File: src/rtl/vram_arb_pkg.sv
// vram_arb_pkg: shared owner tags, CPU FSM states and read latency for vram_arbiter
package vram_arb_pkg;
  localparam int RD_LAT = 1;
  typedef enum logic [1:0] {OWN_NONE, OWN_DSP, OWN_CPU} own_t;
  typedef enum logic [1:0] {C_IDLE, C_PEND, C_FLIGHT, C_ACK} cpu_st_t;
  typedef struct packed {
    own_t own;
    logic we;
  } tag_t;
endpackage

File: src/rtl/vram_arbiter_if.sv
// vram_arbiter_if: display, CPU and RAM-side signals of the VRAM arbiter
interface vram_arbiter_if #(parameter int AW = 11, parameter int DW = 8);
  logic dsp_req;
  logic [AW-1:0] dsp_addr;
  logic [DW-1:0] dsp_data;
  logic dsp_valid;
  logic cpu_req;
  logic cpu_we;
  logic [AW-1:0] cpu_addr;
  logic [DW-1:0] cpu_wdata;
  logic [DW-1:0] cpu_rdata;
  logic cpu_ready;
  logic [AW-1:0] ram_addr;
  logic ram_we;
  logic [DW-1:0] ram_wdata;
  logic [DW-1:0] ram_rdata;
  modport master (
    output dsp_req, dsp_addr, cpu_req, cpu_we, cpu_addr, cpu_wdata, ram_rdata,
    input dsp_data, dsp_valid, cpu_rdata, cpu_ready, ram_addr, ram_we, ram_wdata
  );
  modport slave (
    input dsp_req, dsp_addr, cpu_req, cpu_we, cpu_addr, cpu_wdata, ram_rdata,
    output dsp_data, dsp_valid, cpu_rdata, cpu_ready, ram_addr, ram_we, ram_wdata
  );
endinterface

File: src/rtl/vram_arb_wbuf.sv
// vram_arb_wbuf: one-entry posted CPU write buffer with address hit compare and drain on free slot
module vram_arb_wbuf #(parameter int AW = 11, parameter int DW = 8) (
  input  logic clk,
  input  logic rst,
  input  logic load,
  input  logic [AW-1:0] load_addr,
  input  logic [DW-1:0] load_data,
  input  logic slot_free,
  input  logic [AW-1:0] lookup,
  output logic valid,
  output logic [AW-1:0] addr,
  output logic [DW-1:0] data,
  output logic hit,
  output logic drain
);
  assign drain = valid && slot_free;
  assign hit = valid && lookup == addr;
  // load is only accepted while empty, so it never collides with a drain
  always_ff @(posedge clk or posedge rst)
    if (rst) begin
      valid <= 1'b0;
      addr <= '0;
      data <= '0;
    end else begin
      valid <= load || (valid && !slot_free);
      if (load) begin
        addr <= load_addr;
        data <= load_data;
      end
    end
endmodule

File: src/rtl/vram_arbiter.sv
// vram_arbiter: single-port VRAM shared by display fetch (absolute priority) and CPU.
// Define VRAM_ARB_WBUF_EN to add a one-entry posted CPU write buffer.
module vram_arbiter
  import vram_arb_pkg::*;
#(parameter int AW = 11, parameter int DW = 8) (
  input logic clk,
  input logic rst,
  vram_arbiter_if.slave bus
);
  cpu_st_t st, st_nx;
  tag_t pipe [RD_LAT+1];
  logic cpu_idle, cpu_issue, fwd, wb_load, wb_valid, wb_hit, drain;
  logic [AW-1:0] wb_addr, ram_addr;
  logic [DW-1:0] wb_data, ram_wdata, dsp_data, cpu_rdata;
  logic ram_we, dsp_valid;
`ifdef VRAM_ARB_WBUF_EN
  localparam bit WBUF = 1'b1;
  vram_arb_wbuf #(.AW(AW), .DW(DW)) u_wbuf (
    .clk(clk), .rst(rst), .load(wb_load), .load_addr(bus.cpu_addr), .load_data(bus.cpu_wdata),
    .slot_free(!bus.dsp_req), .lookup(bus.cpu_addr), .valid(wb_valid), .addr(wb_addr),
    .data(wb_data), .hit(wb_hit), .drain(drain)
  );
`else
  localparam bit WBUF = 1'b0;
  assign {wb_valid, wb_hit, drain} = '0;
  assign wb_addr = '0;
  assign wb_data = '0;
`endif
  always_ff @(posedge clk or posedge rst)
    if (rst) st <= C_IDLE;
    else st <= st_nx;
  always_comb begin
    st_nx = st;
    case (st)
      C_IDLE, C_PEND: st_nx = !bus.cpu_req ? C_IDLE : (fwd || wb_load) ? C_ACK : cpu_issue ? C_FLIGHT : C_PEND;
      C_FLIGHT: st_nx = pipe[RD_LAT].own == OWN_CPU ? C_ACK : C_FLIGHT;
      default: st_nx = C_IDLE;
    endcase
  end
  // a pending buffer entry always drains before any direct CPU access
  always_comb begin
    cpu_idle = st == C_IDLE || st == C_PEND;
    fwd = cpu_idle && bus.cpu_req && !bus.cpu_we && wb_hit;
    wb_load = WBUF && cpu_idle && bus.cpu_req && bus.cpu_we && !wb_valid;
    cpu_issue = cpu_idle && bus.cpu_req && !fwd && !wb_load && !bus.dsp_req && !wb_valid;
  end
  always_ff @(posedge clk or posedge rst)
    if (rst) begin
      ram_addr <= '0;
      ram_we <= 1'b0;
      ram_wdata <= '0;
      dsp_data <= '0;
      dsp_valid <= 1'b0;
      cpu_rdata <= '0;
      for (int i = 0; i <= RD_LAT; i++) pipe[i] <= '{OWN_NONE, 1'b0};
    end else begin
      if (bus.dsp_req) ram_addr <= bus.dsp_addr;
      else if (drain) begin
        ram_addr <= wb_addr;
        ram_wdata <= wb_data;
      end else if (cpu_issue) begin
        ram_addr <= bus.cpu_addr;
        ram_wdata <= bus.cpu_wdata;
      end
      ram_we <= !bus.dsp_req && (drain || (cpu_issue && bus.cpu_we));
      pipe[0] <= '{bus.dsp_req ? OWN_DSP : cpu_issue ? OWN_CPU : OWN_NONE, bus.cpu_we};
      for (int i = 1; i <= RD_LAT; i++) pipe[i] <= pipe[i-1];
      dsp_valid <= pipe[RD_LAT].own == OWN_DSP;
      if (pipe[RD_LAT].own == OWN_DSP) dsp_data <= bus.ram_rdata;
      if (fwd) cpu_rdata <= wb_data;
      else if (pipe[RD_LAT].own == OWN_CPU && !pipe[RD_LAT].we) cpu_rdata <= bus.ram_rdata;
    end
  assign bus.ram_addr = ram_addr;
  assign bus.ram_we = ram_we;
  assign bus.ram_wdata = ram_wdata;
  assign bus.dsp_data = dsp_data;
  assign bus.dsp_valid = dsp_valid;
  assign bus.cpu_rdata = cpu_rdata;
  assign bus.cpu_ready = st == C_ACK;
endmodule

File: src/flat_wrapper.sv
// flat-port wrapper written by rule: the top's interface ports become plain ports
module vram_arbiter_flat import vram_arb_pkg::*;
#(parameter int AW = 11, parameter int DW = 8)
  (clk, rst, bus_dsp_req, bus_dsp_addr, bus_cpu_req, bus_cpu_we, bus_cpu_addr, bus_cpu_wdata, bus_ram_rdata, bus_dsp_data, bus_dsp_valid, bus_cpu_rdata, bus_cpu_ready, bus_ram_addr, bus_ram_we, bus_ram_wdata);
  vram_arbiter_if #(.AW(AW), .DW(DW)) bus_i ();
  input logic clk;
  input logic rst;
  input wire logic [$bits(bus_i.dsp_req)-1:0] bus_dsp_req;
  input wire logic [$bits(bus_i.dsp_addr)-1:0] bus_dsp_addr;
  input wire logic [$bits(bus_i.cpu_req)-1:0] bus_cpu_req;
  input wire logic [$bits(bus_i.cpu_we)-1:0] bus_cpu_we;
  input wire logic [$bits(bus_i.cpu_addr)-1:0] bus_cpu_addr;
  input wire logic [$bits(bus_i.cpu_wdata)-1:0] bus_cpu_wdata;
  input wire logic [$bits(bus_i.ram_rdata)-1:0] bus_ram_rdata;
  output wire logic [$bits(bus_i.dsp_data)-1:0] bus_dsp_data;
  output wire logic [$bits(bus_i.dsp_valid)-1:0] bus_dsp_valid;
  output wire logic [$bits(bus_i.cpu_rdata)-1:0] bus_cpu_rdata;
  output wire logic [$bits(bus_i.cpu_ready)-1:0] bus_cpu_ready;
  output wire logic [$bits(bus_i.ram_addr)-1:0] bus_ram_addr;
  output wire logic [$bits(bus_i.ram_we)-1:0] bus_ram_we;
  output wire logic [$bits(bus_i.ram_wdata)-1:0] bus_ram_wdata;
  assign bus_i.dsp_req = bus_dsp_req;
  assign bus_i.dsp_addr = bus_dsp_addr;
  assign bus_i.cpu_req = bus_cpu_req;
  assign bus_i.cpu_we = bus_cpu_we;
  assign bus_i.cpu_addr = bus_cpu_addr;
  assign bus_i.cpu_wdata = bus_cpu_wdata;
  assign bus_i.ram_rdata = bus_ram_rdata;
  assign bus_dsp_data = bus_i.dsp_data;
  assign bus_dsp_valid = bus_i.dsp_valid;
  assign bus_cpu_rdata = bus_i.cpu_rdata;
  assign bus_cpu_ready = bus_i.cpu_ready;
  assign bus_ram_addr = bus_i.ram_addr;
  assign bus_ram_we = bus_i.ram_we;
  assign bus_ram_wdata = bus_i.ram_wdata;
  vram_arbiter #(.AW(AW), .DW(DW)) u_core (.clk(clk), .rst(rst), .bus(bus_i));
endmodule
File: config.mk
export PLATFORM = sky130hd
export DESIGN_NAME = vram_arbiter_flat
export DESIGN_NICKNAME = d
export VERILOG_FILES = /design/src/rtl/vram_arb_pkg.sv /design/src/rtl/vram_arbiter_if.sv /design/src/rtl/vram_arb_wbuf.sv /design/src/rtl/vram_arbiter.sv /design/src/flat_wrapper.sv
export SDC_FILE = /design/constraint.sdc
export NUM_CORES = 1
export LEC_CHECK = 0
export CAP_MARGIN = 5
export CORE_MARGIN = 2
export CORE_UTILIZATION = 30
export DETAILED_ROUTE_END_ITERATION = 16
export PLACE_DENSITY = 0.66
export SYNTH_ARGS = -nofsm -noshare
export SYNTH_HDL_FRONTEND = slang
export SYNTH_SLANG_ARGS = --single-unit
File: constraint.sdc
create_clock -name clk -period 2.2 [get_ports clk]
set_clock_uncertainty 0.2 [all_clocks]
set_input_delay 0.55 -clock clk [delete_from_list [all_inputs] [get_ports clk]]
set_output_delay 0.55 -clock clk [all_outputs]
set_load 0.05 [all_outputs]
# Word level (Yosys, flattened, before mapping)

Index checks and enable logic that the tools add are counted.

Equal/unequal tests: 5
Mux-type cells: 8
Bitwise operators: 1
Reductions and logical operators: 12

Operator list:

| cell               | count |
|---|---|
| $mux 11            | 2 |
| $mux 2             | 4 |
| $eq 2x2->1 const B | 3 |
| $logic_and 1x1->1  | 5 |
| $eq 2x1->1 const B | 2 |
| $pmux 2 s2         | 1 |
| $logic_not 1->1    | 2 |
| $logic_not 2->1    | 1 |
| $reduce_and 2->1   | 1 |
| $reduce_bool 2->1  | 1 |
| $reduce_or 2->1    | 1 |
| $logic_or 1x1->1   | 1 |
| $mux 1             | 1 |
| $not 1->1          | 1 |

Register bits: 45
Input port bits: 43
Output and inout bits: 38
Word-level logic and storage cells: 37

# Logic depth before layout (Yosys ltp)

Gate-level depths: netlist of the first run.

Depth after elaboration: 7
Mapped depth: 4
Depth with buffers taken out: 2

# Least setup slack after synthesis of the first run

OpenSTA, ideal clock, no wires.

Path type: reg2out
From: reg u_core.st[1]
To: out bus_cpu_ready
Data arrival time: 1.076 ns
Data required time: 1.450 ns
Slack: 0.374 ns
Stages on the path, launching flop included: 3
Path buffers: 1
Cell sequence: dfrtp_1 -> clkbuf_1 -> and2_1

Word-level cells in the longest chain between the ends: 1

Ends and longest elaborated chain:

| what                   | line               | source |
|---|---|---|
| start, declared        | vram_arbiter.sv:10 | `cpu_st_t st, st_nx;` |
| start signal, assigned | vram_arbiter.sv:31 | `else st <= st_nx;` |
| $eq 2x2->1             | vram_arbiter.sv:79 | `assign bus.cpu_ready = st == C_ACK;` |
| end, declared          | flat_wrapper.sv:18 | `output wire logic [$bits(bus_i.cpu_ready)-1:0] bus_cpu_ready;` |

Every way passes these cells.

# Worst setup path in the final report of the first run

Ends and elaborated chain as after synthesis.

==> summary.md, run 1 <==
| Metric | Value |
|---|---|
| TritonCTS clock tree | done |
| H-tree Lvls | 2 |
| Post-DR vias/cell | 4.59 |
| Gr usage total | 13.2% |
| Flops & latches, synth | 45 |
| MaxCap Viol Count | 0 |
| Largest net degree at the start of global routing | 46 |
| Worst hold path startpoint | u_core.pipe[5] |
| Logic pwr share | 48.5% |
| CP max stage delay | 660 ps |
| Placed Instance Area | 0.00266 sq mm |
| Placed Cells | 286 |
| Synth Cell Area | 0.00183 sq mm |
| Clock buffer count from CTS | 5 |
| Setup TNS | 0 ps |
| 1st-pass router iterations | 4 |
| Xor-xnor portion of the synthesized cell area | 0% |
| Sw Share | 43.5% |
| Clock Tree Buf Depth | 2 |
| Pins over their slew limit | 0 |
| Max rail drop VDD | 671 uV |
| CTS clk-pin slew, worst paths | 80 ps |
| Simple-Gate Fraction of Synth Area | 12.5% |
| Highest clock rate | 476 MHz |
| Clock Power Share | 15.2% |
| Cell Count, Final, Fillers Out | 293 |
| Startpoint class of the critical path | flop |
| Share of layout cells above drive strength 1 | 36.2% |
| I/O Pins | 81 |
| Register area share after synthesis | 61.5% |
| Top post-synthesis cells by area | dfrtp_1 (61%), mux2_2 (15%), nand4bb_1 (5.5%) |
| Internal power | 1.91 mW |
| Slew headroom | 63.0% |
| Starting DRC count in detailed routing | 49 |
| Critical Path Slowest Stage Cell | dfrtp_1 |
| WP buf/inv | 1 |
| Hold Crit Endpoint | u_core.pipe[2] |
| Hold Path Class | reg -> reg |
| Fin. Hold Viols | 0 |
| Reg area | 0.00113 sq mm |
| Post-synthesis net count | 176 |
| Synth Warn # | 0 |
| Worst R2R Setup Slack | 510 ps |
| DPL Wire Length | 2890 um |
| Cells after Synth | 133 |
| M1 WL | 1750 um |
| Crit path kind | reg -> out |
| Clk_lat worst skew | 290 ps |
| Critical-path cell list | and2_1 > buf_12 |
| Leakage | 1.23 nW |
| DIE AREA | 0.00675 sq mm |
| Die X | 82.1 um |
| Clock root buffer | clkbuf_8 |
| Die H | 82.1 um |
| P_sw | 1.47 mW |
| Wirelength per Cell | 13.9 um |
| Port bufs | 80 |
| RSZ-0062 raised after global routing | false |
| Crit. End Element | primary output |
| Fillers | 567 |
| Final min period | 2100 ps |
| Worst Path Max Fanout | 16 |
| Clock Sinks | 45 |
| RD Place Congestion | 0.711 |
| Max layer used | met4 |
| Remaining global-route overflow | 0 |
| Vias | 1346 |
| Nets | 261 |
| Core area | 0.00592 sq mm |
| Synth Area per Inst | 13.8 sq um |
| Tcrit/Tclk final | 95.4% |
| Status | complete, no violations |
| Hold depth | 0 |
| Met3 WL | 261 um |
| Post-route DRC | 0 |
| Met2 wire len | 2020 um |
| CP delay by family, top | flip-flops |
| Initial antenna violation count | 0 |
| Final setup vio count | 0 |
| Largest family of logic cells by synthesized area | multiplexers |
| Cell row count | 28 |
| Mux share of post-synthesis cell area | 14.8% |
| Synth Area in Adders | 0% |
| Hold WS | 154 ps |
| Routed Antenna Nets | 0 |
| Area leader, netlist | dfrtp_1 |
| Critical Path RT | 1450 ps |
| Reg2Reg Capture Point | u_core.bus.ram_wdata[1] |
| Yosys top cell area share | 61.5% |
| Diodes inserted | 0 |
| Postcts setup bufs | 0 |
| Area Overhead vs Synth | 50.3% |
| Post-route cell area | 0.00275 sq mm |
| Distinct cell type count after synthesis | 20 |
| Area of the multi-input gates | 614 sq um |
| Register-to-Register Path Depth | 3 |
| Share of power burned in registers | 36.3% |
| Vias in the first global route | 1376 |
| Worst Tran Pin Value | 553 ps |
| Reg2reg start | u_core.st[1] |
| Initial Util | 30.9% |
| Arr. time, crit path | 1350 ps |
| Overall routed net length | 4080 um |
| Complex-gate fraction of the synthesized area | 6.15% |
| PwrDens | 1230 mW/mm^2 |
| Final worst-path setup slack | 101 ps |
| Pre-CTS WS | -259 ps |
| First-pass GRT wire length | 6620 um |
-- area by class of cell --
cell class | count | share of cell area [%]
clock buffers | 6 | 3.00
clock inverters | 1 | 0.273
inverters | 14 | 1.91
multi-input cells | 66 | 22.3
flip-flops and latches | 45 | 40.9
well taps | 75 | 3.41
repair buffers | 86 | 28.2
-- cells in the mapped netlist, drive strengths merged --
| cell | number |
|---|---|
| nor3b | 3 |
| inv | 14 |
| dfrtp | 45 |
| nand4bb | 9 |
| nand2 | 11 |
| mux2 | 24 |
| or4bb | 2 |
| a21o | 1 |
| buf | 6 |
| nor2b | 1 |
| nand2b | 1 |
| clkbuf | 2 |
| and2 | 2 |
| o311ai | 11 |
| a22o | 1 |
-- layout by cell type (no fill, tap or decap) --
cell / synthesis / routed
dfrtp_1: 45 / 45
clkdlybuf4s50_1: 0 / 42
buf_4: 1 / 42
mux2_2: 24 / 24
inv_1: 14 / 13
nand2_1: 11 / 11
o311ai_1: 9 / 9
nand4bb_1: 9 / 9
clkbuf_8: 0 / 6
or4bb_1: 2 / 2
o311ai_0: 2 / 2
and2_1: 2 / 2
buf_12: 0 / 2
nor3b_4: 1 / 1
nor2b_2: 0 / 1
nor3b_2: 1 / 1
nor3b_1: 1 / 1
a22o_1: 1 / 1
a21o_1: 1 / 1
nand2b_1: 1 / 1
inv_2: 0 / 1
clkinvlp_4: 0 / 1
-- metrics by stage --
step | utilization [%] | total power, mW
after floorplan | - | 2.34
after global placement | 44.9 | 2.87
after detailed placement | 44.9 | 2.89
after CTS | 46.4 | 3.42
after global routing | 46.5 | 3.56
final | 46.5 | 3.37
-- state kept, by name (all words and copies together) (netlist names) --
| register | flops |
|---|---|
| u_core.bus.cpu_rdata | 8 |
| u_core.bus.dsp_data | 8 |
| u_core.bus.dsp_valid | 1 |
| u_core.bus.ram_addr | 11 |
| u_core.bus.ram_wdata | 8 |
| u_core.bus.ram_we | 1 |
| u_core.pipe | 6 |
| u_core.st | 2 |
-- worst max path at each step --
stage | startpoint | end | slack (ps) | depth (start not counted)
after floorplan | u_core.st[1] | bus_cpu_ready | 370 | 2
after global placement | bus_cpu_req | u_core.bus.ram_addr[8] | -120 | 3
after detailed placement | bus_cpu_req | u_core.bus.ram_addr[8] | -260 | 3
after CTS | bus_cpu_req | u_core.bus.ram_addr[8] | 60 | 3
after global routing | u_core.st[1] | bus_cpu_ready | 30 | 2
final | u_core.st[1] | bus_cpu_ready | 100 | 2
-- logic make-up after synthesis --
kind of cell / count (synthesis)
DFF: 45
buffers and inverters: 22
AOI/OAI and AO/OA: 13
and+or+nand+nor: 29
muxes: 24
-- power by group through the flow --
stage | Combinational [mW] | Sequential [mW] | Clock (mW)
finish | 1.64 | 1.22 | 0.514
global route | 1.72 | 1.26 | 0.576
CTS | 1.65 | 1.22 | 0.545
detailed placement | 1.65 | 1.24 | 0
global placement | 1.63 | 1.24 | 0
floorplan | 0.359 | 1.98 | 0
-- what timing repair did --
item	in CTS	in global routing
endpoints found under the setup margin	0	2
gates resized for setup	0	1
hold buffers	0	0
-- metal layers --
layer | up-vias | track usage [%]
met5 | - | 0
met4 | 0 | 4.00
met3 | 6 | 4.02
met2 | 48 | 20.7
met1 | 655 | 17.6
li1 | 637 | -
Power figures use the tool's default switching activity.
==> inputs of run 2 (changes only) <==
- CTS_BUF_LIST: unset -> sky130_fd_sc_hd__clkbuf_4 sky130_fd_sc_hd__clkbuf_8 sky130_fd_sc_hd__clkbuf_16
==> results of run 2 <==
No change in the layout: final DEF, timing and power equal those of run 1.
